--- src/rtl/vga_rx.sv ---
// vga_rx - receive-side VGA timing decoder.
//
// Samples hsync/vsync/rgb30 on the pixel clock, recovers the line/frame
// position, checks the stream against the configured mode and, once
// LOCK_FRAMES consecutive conforming frames have been seen, emits
// per-pixel active-region coordinates with a valid strobe.
//
// Ports:
//   clk          pixel clock, all logic on the rising edge
//   rst_n        asynchronous active-low reset
//   hsync/vsync  active-low syncs
//   rgb30        pixel data {R[9:0],G[9:0],B[9:0]}
//   pix_x/pix_y  active column/row (updated every cycle)
//   pix_rgb      pixel data aligned with pix_x/pix_y
//   pix_valid    active-region pixel while locked
//   frame_start  one-cycle pulse at each detected frame start
//   locked       timing matches the configured mode
//   err          one-cycle pulse on any timing violation
//   h_total      last measured line period, clocks
//   v_total      last measured frame period, lines
//   err_cnt      saturating violation count
//
// Optional feature: define VGA_RX_STATS_EN to build the err_cnt counter;
// without it err_cnt is tied to 0.
module vga_rx #(
    parameter int HA          = 128,
    parameter int HB          = 88,
    parameter int HC          = 800,
    parameter int HE          = 1056,
    parameter int VA          = 4,
    parameter int VB          = 23,
    parameter int VC          = 600,
    parameter int VE          = 628,
    parameter int LOCK_FRAMES = 2
) (
    input  logic        clk,
    input  logic        rst_n,
    input  logic        hsync,
    input  logic        vsync,
    input  logic [29:0] rgb30,
    output logic [10:0] pix_x,
    output logic [9:0]  pix_y,
    output logic [29:0] pix_rgb,
    output logic        pix_valid,
    output logic        frame_start,
    output logic        locked,
    output logic        err,
    output logic [11:0] h_total,
    output logic [10:0] v_total,
    output logic [15:0] err_cnt
);

    typedef enum logic [1:0] {SEARCH = 2'd0, CHECK = 2'd1, LOCKED = 2'd2} state_t;

    localparam logic [11:0] H_LEN  = 12'(HE);
    localparam logic [11:0] HS_LEN = 12'(HA);
    localparam logic [11:0] H_ACT0 = 12'(HA + HB);
    localparam logic [11:0] H_ACT1 = 12'(HA + HB + HC);
    localparam logic [10:0] V_LEN  = 11'(VE);
    localparam logic [10:0] VS_LEN = 11'(VA);
    localparam logic [10:0] V_ACT0 = 11'(VA + VB);
    localparam logic [10:0] V_ACT1 = 11'(VA + VB + VC);
    localparam logic [7:0]  GOOD_N = 8'(LOCK_FRAMES);

    function automatic logic [11:0] sat_inc12(input logic [11:0] a);
        return (a == 12'hFFF) ? a : a + 12'd1;
    endfunction

    function automatic logic [10:0] sat_inc11(input logic [10:0] a);
        return (a == 11'h7FF) ? a : a + 11'd1;
    endfunction

    // Stage p0: input register plus the previous registered copy for edge detection.
    // Edge history resets low so a sync already low at reset release is not
    // mistaken for a falling edge.
    logic        hs_p0, vs_p0, hs_prev_p0, vs_prev_p0;
    logic [29:0] rgb_p0;

    always_ff @(posedge clk or negedge rst_n) begin
        if (!rst_n) begin
            hs_p0      <= 1'b0;
            vs_p0      <= 1'b0;
            hs_prev_p0 <= 1'b0;
            vs_prev_p0 <= 1'b0;
        end else begin
            hs_p0      <= hsync;
            vs_p0      <= vsync;
            hs_prev_p0 <= hs_p0;
            vs_prev_p0 <= vs_p0;
        end
    end

    always_ff @(posedge clk) begin
        rgb_p0 <= rgb30;
    end

    // Position tracking state: values belong to the previous sample.
    logic [11:0] h_p1;
    logic [10:0] v_p1;
    logic [10:0] vsl_p1;     // line starts seen while vsync low
    logic        pend_p1;    // vsync fell, waiting for the next line start
    logic [7:0]  good_p1;
    state_t      state, state_nxt;
    logic [7:0]  good_nxt;

    logic        line_start, hs_rise, vs_fall, vs_rise, fs_evt, viol, active;
    logic [11:0] h_inc, h_pos, h_off;
    logic [10:0] v_inc, v_pos, v_off, vsl_base, vsl_nxt;
    logic        pend_nxt;

    always_comb begin
        line_start = ~hs_p0 & hs_prev_p0;
        hs_rise    = hs_p0 & ~hs_prev_p0;
        vs_fall    = ~vs_p0 & vs_prev_p0;
        vs_rise    = vs_p0 & ~vs_prev_p0;
        // A vsync fall coincident with a line start is a frame start on that sample.
        fs_evt     = line_start & (pend_p1 | vs_fall);

        h_inc = sat_inc12(h_p1);
        v_inc = sat_inc11(v_p1);
        h_pos = line_start ? 12'd0 : h_inc;
        if (fs_evt)          v_pos = 11'd0;
        else if (line_start) v_pos = v_inc;
        else                 v_pos = v_p1;

        pend_nxt = fs_evt ? 1'b0 : (vs_fall ? 1'b1 : pend_p1);

        vsl_base = vs_fall ? 11'd0 : vsl_p1;
        vsl_nxt  = (line_start & ~vs_p0) ? sat_inc11(vsl_base) : vsl_base;

        viol = (state != SEARCH) &&
               ((line_start && (h_inc  != H_LEN))  ||
                (hs_rise    && (h_pos  != HS_LEN)) ||
                (vs_rise    && (vsl_p1 != VS_LEN)) ||
                (fs_evt     && (v_inc  != V_LEN)));

        active = (h_pos >= H_ACT0) && (h_pos < H_ACT1) &&
                 (v_pos >= V_ACT0) && (v_pos < V_ACT1);
        h_off  = h_pos - H_ACT0;
        v_off  = v_pos - V_ACT0;
    end

    // Lock FSM: any violation wins over a coincident frame start.
    always_comb begin
        state_nxt = state;
        good_nxt  = good_p1;
        if (viol) begin
            state_nxt = SEARCH;
        end else if (fs_evt) begin
            case (state)
                SEARCH: begin
                    state_nxt = CHECK;
                    good_nxt  = 8'd0;
                end
                CHECK: begin
                    good_nxt = good_p1 + 8'd1;
                    if (good_nxt == GOOD_N) state_nxt = LOCKED;
                end
                default: state_nxt = state;
            endcase
        end
    end

    always_ff @(posedge clk or negedge rst_n) begin
        if (!rst_n) begin
            h_p1    <= '0;
            v_p1    <= '0;
            vsl_p1  <= '0;
            pend_p1 <= 1'b0;
            good_p1 <= '0;
            state   <= SEARCH;
        end else begin
            h_p1    <= h_pos;
            v_p1    <= v_pos;
            vsl_p1  <= vsl_nxt;
            pend_p1 <= pend_nxt;
            good_p1 <= good_nxt;
            state   <= state_nxt;
        end
    end

    assign locked = (state == LOCKED);

    // Stage p1: output register, aligned with the state register so locked
    // rises with the frame_start that completes the lock.
    always_ff @(posedge clk or negedge rst_n) begin
        if (!rst_n) begin
            pix_x       <= '0;
            pix_y       <= '0;
            pix_rgb     <= '0;
            pix_valid   <= 1'b0;
            frame_start <= 1'b0;
            err         <= 1'b0;
            h_total     <= '0;
            v_total     <= '0;
        end else begin
            pix_x       <= h_off[10:0];
            pix_y       <= v_off[9:0];
            pix_rgb     <= rgb_p0;
            pix_valid   <= (state_nxt == LOCKED) && active;
            frame_start <= fs_evt;
            err         <= viol;
            if (line_start) h_total <= h_inc;
            if (fs_evt)     v_total <= v_inc;
        end
    end

`ifdef VGA_RX_STATS_EN
    logic [15:0] err_cnt_p1;

    always_ff @(posedge clk or negedge rst_n) begin
        if (!rst_n) begin
            err_cnt_p1 <= '0;
        end else if (viol && (err_cnt_p1 != 16'hFFFF)) begin
            err_cnt_p1 <= err_cnt_p1 + 16'd1;
        end
    end

    assign err_cnt = err_cnt_p1;
`else
    assign err_cnt = 16'd0;
`endif

endmodule

--- config.mk ---
export PLATFORM = sky130hd
export DESIGN_NAME = vga_rx
export DESIGN_NICKNAME = d
export VERILOG_FILES = /design/src/rtl/vga_rx.sv
export SDC_FILE = /design/constraint.sdc
export NUM_CORES = 1
export LEC_CHECK = 0
export ABC_AREA = 0
export CORE_MARGIN = 2
export CORE_UTILIZATION = 30
export CTS_CLUSTER_DIAMETER = 150
export DETAILED_ROUTE_END_ITERATION = 8
export HOLD_SLACK_MARGIN = 0.1
export PLACE_DENSITY = 0.5
export SYNTH_ARGS = -nofsm -noshare
export SYNTH_HDL_FRONTEND = slang
export SYNTH_SLANG_ARGS = --single-unit
--- constraint.sdc ---
create_clock -name clk -period 4.2 [get_ports clk]
set_input_delay 0.42 -clock clk [delete_from_list [all_inputs] [get_ports clk]]
set_output_delay 0.42 -clock clk [all_outputs]
set_load 0.1 [all_outputs]
======== After elaboration in Yosys (flattened, before gate mapping) ========
Cells that the tools add are included.
Widths: inputs -> output; s select.
storage, ports and cells
  register bits ........................... 156
  logic and storage cells ................. 84
cells by class
  add/subtract/negate cells ............... 6
  $lt $le $gt $ge ......................... 4
  equality and inequality tests ........... 11
  multiplexer cells ....................... 15
  bitwise gates (word level) .............. 12
  reductions and logical operators ........ 17
operators with widths
  cell                   number
  $mux 11                6
  $mux 12                2
  $add 11x1->11 const B  2
  $eq 11x11->1 const B   2
  $pmux 8 s2             1
  $add 12x1->12 const B  1
  $eq 12x12->1 const B   1
  $ge 12x8->1 const B    1
  $lt 12x10->1 const B   1
  $ne 12x11->1 const B   1
  $ne 12x8->1 const B    1
  $ge 11x5->1 const B    1
  $lt 11x10->1 const B   1
  $ne 11x10->1 const B   1
  $ne 11x3->1 const B    1
  $sub 11x8->11 const B  1
  $sub 10x5->10 const B  1
  $logic_and 1x1->1      9
  $add 8x1->8 const B    1
  $eq 8x2->1 const B     1
  $and 1x1->1            6
  $mux 2                 3
  $reduce_bool 2->1      3
  $not 1->1              5
  other kinds (8)        12

======== Depth between registers and ports, before layout ========
  word-level depth ........................ 12
  mapped depth ............................ 13
  depth with buffers taken out ............ 11

======== Worst setup path after synthesis ========
No wires, ideal clock.
  path kind ............................... register to register
  start ................................... reg v_p1[1]
  end ..................................... reg good_p1[5]
  arrival time ............................ 2.665 ns
  required time ........................... 4.076 ns
  path slack .............................. 1.411 ns
  stages on the path, launching flop included .. 12
  buffers on the path ..................... 3
  period minus slack after synthesis ...... 2.789 ns
  cells stage by stage .................... dfrtp_1 ha_1 buf_4 nand3_2 or3_1 buf_2 a41o_1 or4_4 o21ai_4 buf_6 a41oi_1 a211o_1
on the way
  cells in the longest elaborated chain, start to end .. 8
  elaborated cells on any way between the ends .. 9
RTL lines
  item                                           RTL line  source
  start, declared                                99        logic [10:0] v_p1;
  start signal, assigned                         174       v_p1 <= v_pos;
  $add 11x1->11 or $eq 11x11->1 (tied branches)  70        return (a == 11'h7FF) ? a : a + 11'd1;
  $mux 11 *                                      70
  $ne 11x10->1 *                                 135       (fs_evt && (v_inc != V_LEN)));
  $logic_and 1x1->1 *                            135
  $logic_or 1x1->1 *                             134       (vs_rise && (vsl_p1 != VS_LEN)) ||
  $logic_and 1x1->1 *                            131       viol = (state != SEARCH) &&
  $not 1->1 (no source line) *                   --
  $reduce_and 3->1 (no source line) *            --
  end signal, assigned                           177       good_p1 <= good_nxt;
  end, declared                                  102       logic [7:0] good_p1;
Mark *: on every way between the ends. The rest lies on a longest branch, timed or not.
A chain may end at the register's enable or synchronous reset.

======== Final worst setup path ========
  start ................................... reg v_p1[0]
  end ..................................... reg pix_valid
on the way
  cells in the longest elaborated chain, start to end .. 9
  elaborated cells on any way between the ends .. 16
RTL lines
  item                                           RTL line  source
  $add 11x1->11 or $eq 11x11->1 (tied branches)  70
  $mux 11 *                                      70
  $ne 11x10->1 *                                 135
  $logic_and 1x1->1 *                            135
  $logic_or 1x1->1 *                             134
  $logic_and 1x1->1 *                            131
  named net viol                                 106       logic line_start, hs_rise, vs_fall, vs_rise, fs_evt, viol, active;
  $mux 2 *                                       147       if (viol) begin
  $eq 2x2->1 *                                   200       pix_valid <= (state_nxt == LOCKED) && active;
  $logic_and 1x1->1 *                            200
  end signal, assigned                           200
  end, declared                                  44        output logic pix_valid,
Mark *: on every way through the listed nets, which the timed path passes. The rest lies on a longest branch.

==> impl_metrics.ini <==
[run_status]
status = complete, no violations

[sta]
clock_skew_ps = 9.732
relSlewSlack_pct = 31.62
period_share_pct = 80.48
fmax_mhz = 295.8
fin_tns_setup_ps = 0
rsz0062_at_grt = no
finalMaxSlewViolations = 0
worst_pin_slew_ps = 1023
min_period_ps = 3380
setup_viol = 0
hold_viol = 0

[global_routing]
grt_start_max_net_pins = 75
track_usage_pct = 14.74
grt_pass1_wl_um = 26180
grt_pass1_vias = 5003
antenna_found_initial = 0
grt_overflow_total = 0

[cells_and_area]
post-route-util_pct = 39.60
design_area_sq_um = 8377
diodes = 0
area_delta_synth_final_pct = 28.95
final_cells = 1011
drive_above_1_share_pct = 7.745
fillers = 2059
final_nets = 764
mostFrequentLayoutCells = 123 x dfrtp_1, 110 x clkdlybuf4s50_1, 64 x nand2_1, 54 x nor2_1, 30 x dfxtp_1
final_common_cell = dfrtp_1

[cts]
h-tree-depth = 4
clk_path_buf_depth = 2
root_buffer = clkbuf_16
cts_made_buffers = 17
cts_tree = built
clock_latency_ps = 420
clk_pin_slew_worst_paths_ps = 70
cts.sinks = 153

[detailed_routing]
drc = 0
drt_first_pass_iters = 7
ant_nets = 0
vias = 4975
finalWirelength_um = 16090
first_iter_violations = 355
routedWlPerCell_um = 15.92
routed_via_density = 4.921

[setup_path]
setup.worst_path.start_class = flip-flop
required_ps = 4520
worstPathCellList = ha_1, nand3_2, or3_1, a41o_1, or4_4, o21ai_4, a31oi_1, nor4_2
path_class = flip-flop to flip-flop
r2r_slack_ps = 820
worstSetupStartpoint = v_p1[0]$_DFF_PN0_
r2r_cells = 8
worst_r2r_endpoint = pix_valid$_DFF_PN0_
worstPathMaxFanout = 13
worst-path-stages = 8
crit_family = simple AND/OR/NAND/NOR gates
worstPathArrival_ps = 3700
endpoint = pix_valid$_DFF_PN0_
cp-end-kind = flip-flop
r2r_start = v_p1[0]$_DFF_PN0_
crit_slowest_cell = or3_1
cpPeakStageDelay_ps = 540
path_buf_inv = 0

[synthesis]
ys.flop_type = dfrtp_1
netlist_area_sq_um = 6496
synth_async_sr_flop_share_pct = 80.39
ys_ff_latch = 153
yosysWarnings = 0
syn_avg_cell_area_sq_um = 10.48
synth_cells = 620
synth-edff-count = 0
netlist-cell-type-count = 70
yosysSeqAreaShare_pct = 56.63

[die]
die_area_sq_um = 22850
ios = 128
start_util_pct = 30.71
core_area_sq_um = 21150
rows = 53
die_x_um = 151.2
die_y_um = 151.2

[placement]
hpwlAfterDp_um = 11190
gp_congestion = 0.8145
numPortBuffers = 111
dpl_cell_area_sq_um = 7795
dp.cells = 978

[power_and_ir_drop]
max-vdd-ir-drop_v = 0.0002834
p_total_mw = 4.331
total_leakage_power_nw = 3.469
power_density_nw_per_um2 = 517.1

[flow_run]
cap_violations = 0

[min_path]
hp-class = flip-flop to flip-flop
==> worst reg2reg max path, stage by stage (launching register included) <==
cell     delay [ps]
dfrtp_1         510
ha_1            390
nand3_2         170
or3_1           540
a41o_1          280
or4_4           490
o21ai_4         350
a31oi_1         250
nor4_2          310
==> what timing repair did <==
| item | 4_1_cts | 5_1_grt |
|---|---|---|
| buffers inserted | 0 | 0 |
| hold buffers | 1 | 0 |
| endpoints found under the hold margin | 49 | 0 |
| resized for setup | 0 | 0 |
==> power breakdown <==
group	internal, mW	total, mW	switching (mW)	leakage (nW)
combinational	0.273	1.12	0.849	1.38
sequential	1.59	1.72	0.127	1.81
clock	0.820	1.49	0.673	0.285
total	2.68	4.33	1.65	3.47
==> worst min path at each step <==
stage	start	to	depth (start not counted)
2_1_floorplan	rst_n	err$_DFF_PN0_	0
3_3_place_gp	rgb_p0[15]$_DFF_P_	pix_rgb[15]$_DFF_PN0_	0
3_5_place_dp	rgb_p0[17]$_DFF_P_	pix_rgb[17]$_DFF_PN0_	0
4_1_cts	rgb_p0[26]$_DFF_P_	pix_rgb[26]$_DFF_PN0_	0
5_1_grt	rgb_p0[25]$_DFF_P_	pix_rgb[25]$_DFF_PN0_	0
6_report	rgb_p0[26]$_DFF_P_	pix_rgb[26]$_DFF_PN0_	0
==> synth_stat cells, drive strengths merged, types with 12 or more instances <==
library cell | instances | share of area [%]
inv | 12 | 0.69
nor3 | 13 | 1.0
dfxtp | 30 | 9.2
nand2 | 64 | 3.7
clkbuf | 21 | 1.2
o21ai | 33 | 2.7
nor2 | 54 | 3.1
xnor2 | 17 | 2.3
nand3 | 22 | 1.8
dfrtp | 123 | 47
buf | 32 | 3.4
and2 | 13 | 1.3
nand4 | 17 | 1.9
a21oi | 12 | 0.92
==> cells by family after synthesis <==
logic type / synth area share, %
other: 0.05773
AND/OR/NAND/NOR: 19.13
adder cells (fa/ha/maj): 1.348
AO/OA/AOI/OAI: 12.83
flip-flops: 56.63
buffers and inverters: 5.277
XOR/XNOR: 3.640
multiplexers: 1.098
==> per-stage QoR <==
stage	hold WS, ps	setup WS [ps]
floorplan	124.4	1411
global placement	316.5	1010
detailed placement	319.5	879.0
CTS	322.8	835.4
global route	329.4	525.5
finish	327.1	819.7
==> flip-flops by register name, indices dropped and copies added, names as in the netlist <==
| signal | count |
|---|---|
| pix_x | 11 |
| state | 2 |
| v_total | 11 |
| v_p1 | 11 |
| rgb_p0 | 30 |
| hs_prev_p0 | 1 |
| pix_valid | 1 |
| err | 1 |
| h_total | 12 |
| h_p1 | 9 |
| pend_p1 | 1 |
| frame_start | 1 |
| good_p1 | 8 |
| vs_prev_p0 | 1 |
| vsl_p1 | 11 |
| pix_y | 10 |
| pix_rgb | 30 |
| hs_p0 | 1 |
| vs_p0 | 1 |
==> cell type report <==
| type | instances | area, sq um | share of cell area, % |
|---|---|---|---|
| Clock buffer | 19 | 454.2 | 5.422 |
| Timing Repair Buffer | 122 | 1206 | 14.40 |
| Sequential cell | 153 | 3679 | 43.91 |
| Tap cell | 275 | 344.1 | 4.108 |
| Clock inverter | 13 | 117.6 | 1.404 |
| Multi-Input combinational cell | 417 | 2531 | 30.22 |
| Inverter | 12 | 45.04 | 0.5377 |
==> layer usage <==
layer / track usage (%) / wire (um) / up-vias
met5: 0 / 0 / -
met4: 4.673 / 152 / 0
met3: 4.096 / 1016 / 15
met2: 23.59 / 7604 / 167
met1: 19.41 / 7318 / 2400
li1: - / - / 2393
No activity file was read; power rests on OpenSTA's default activity.
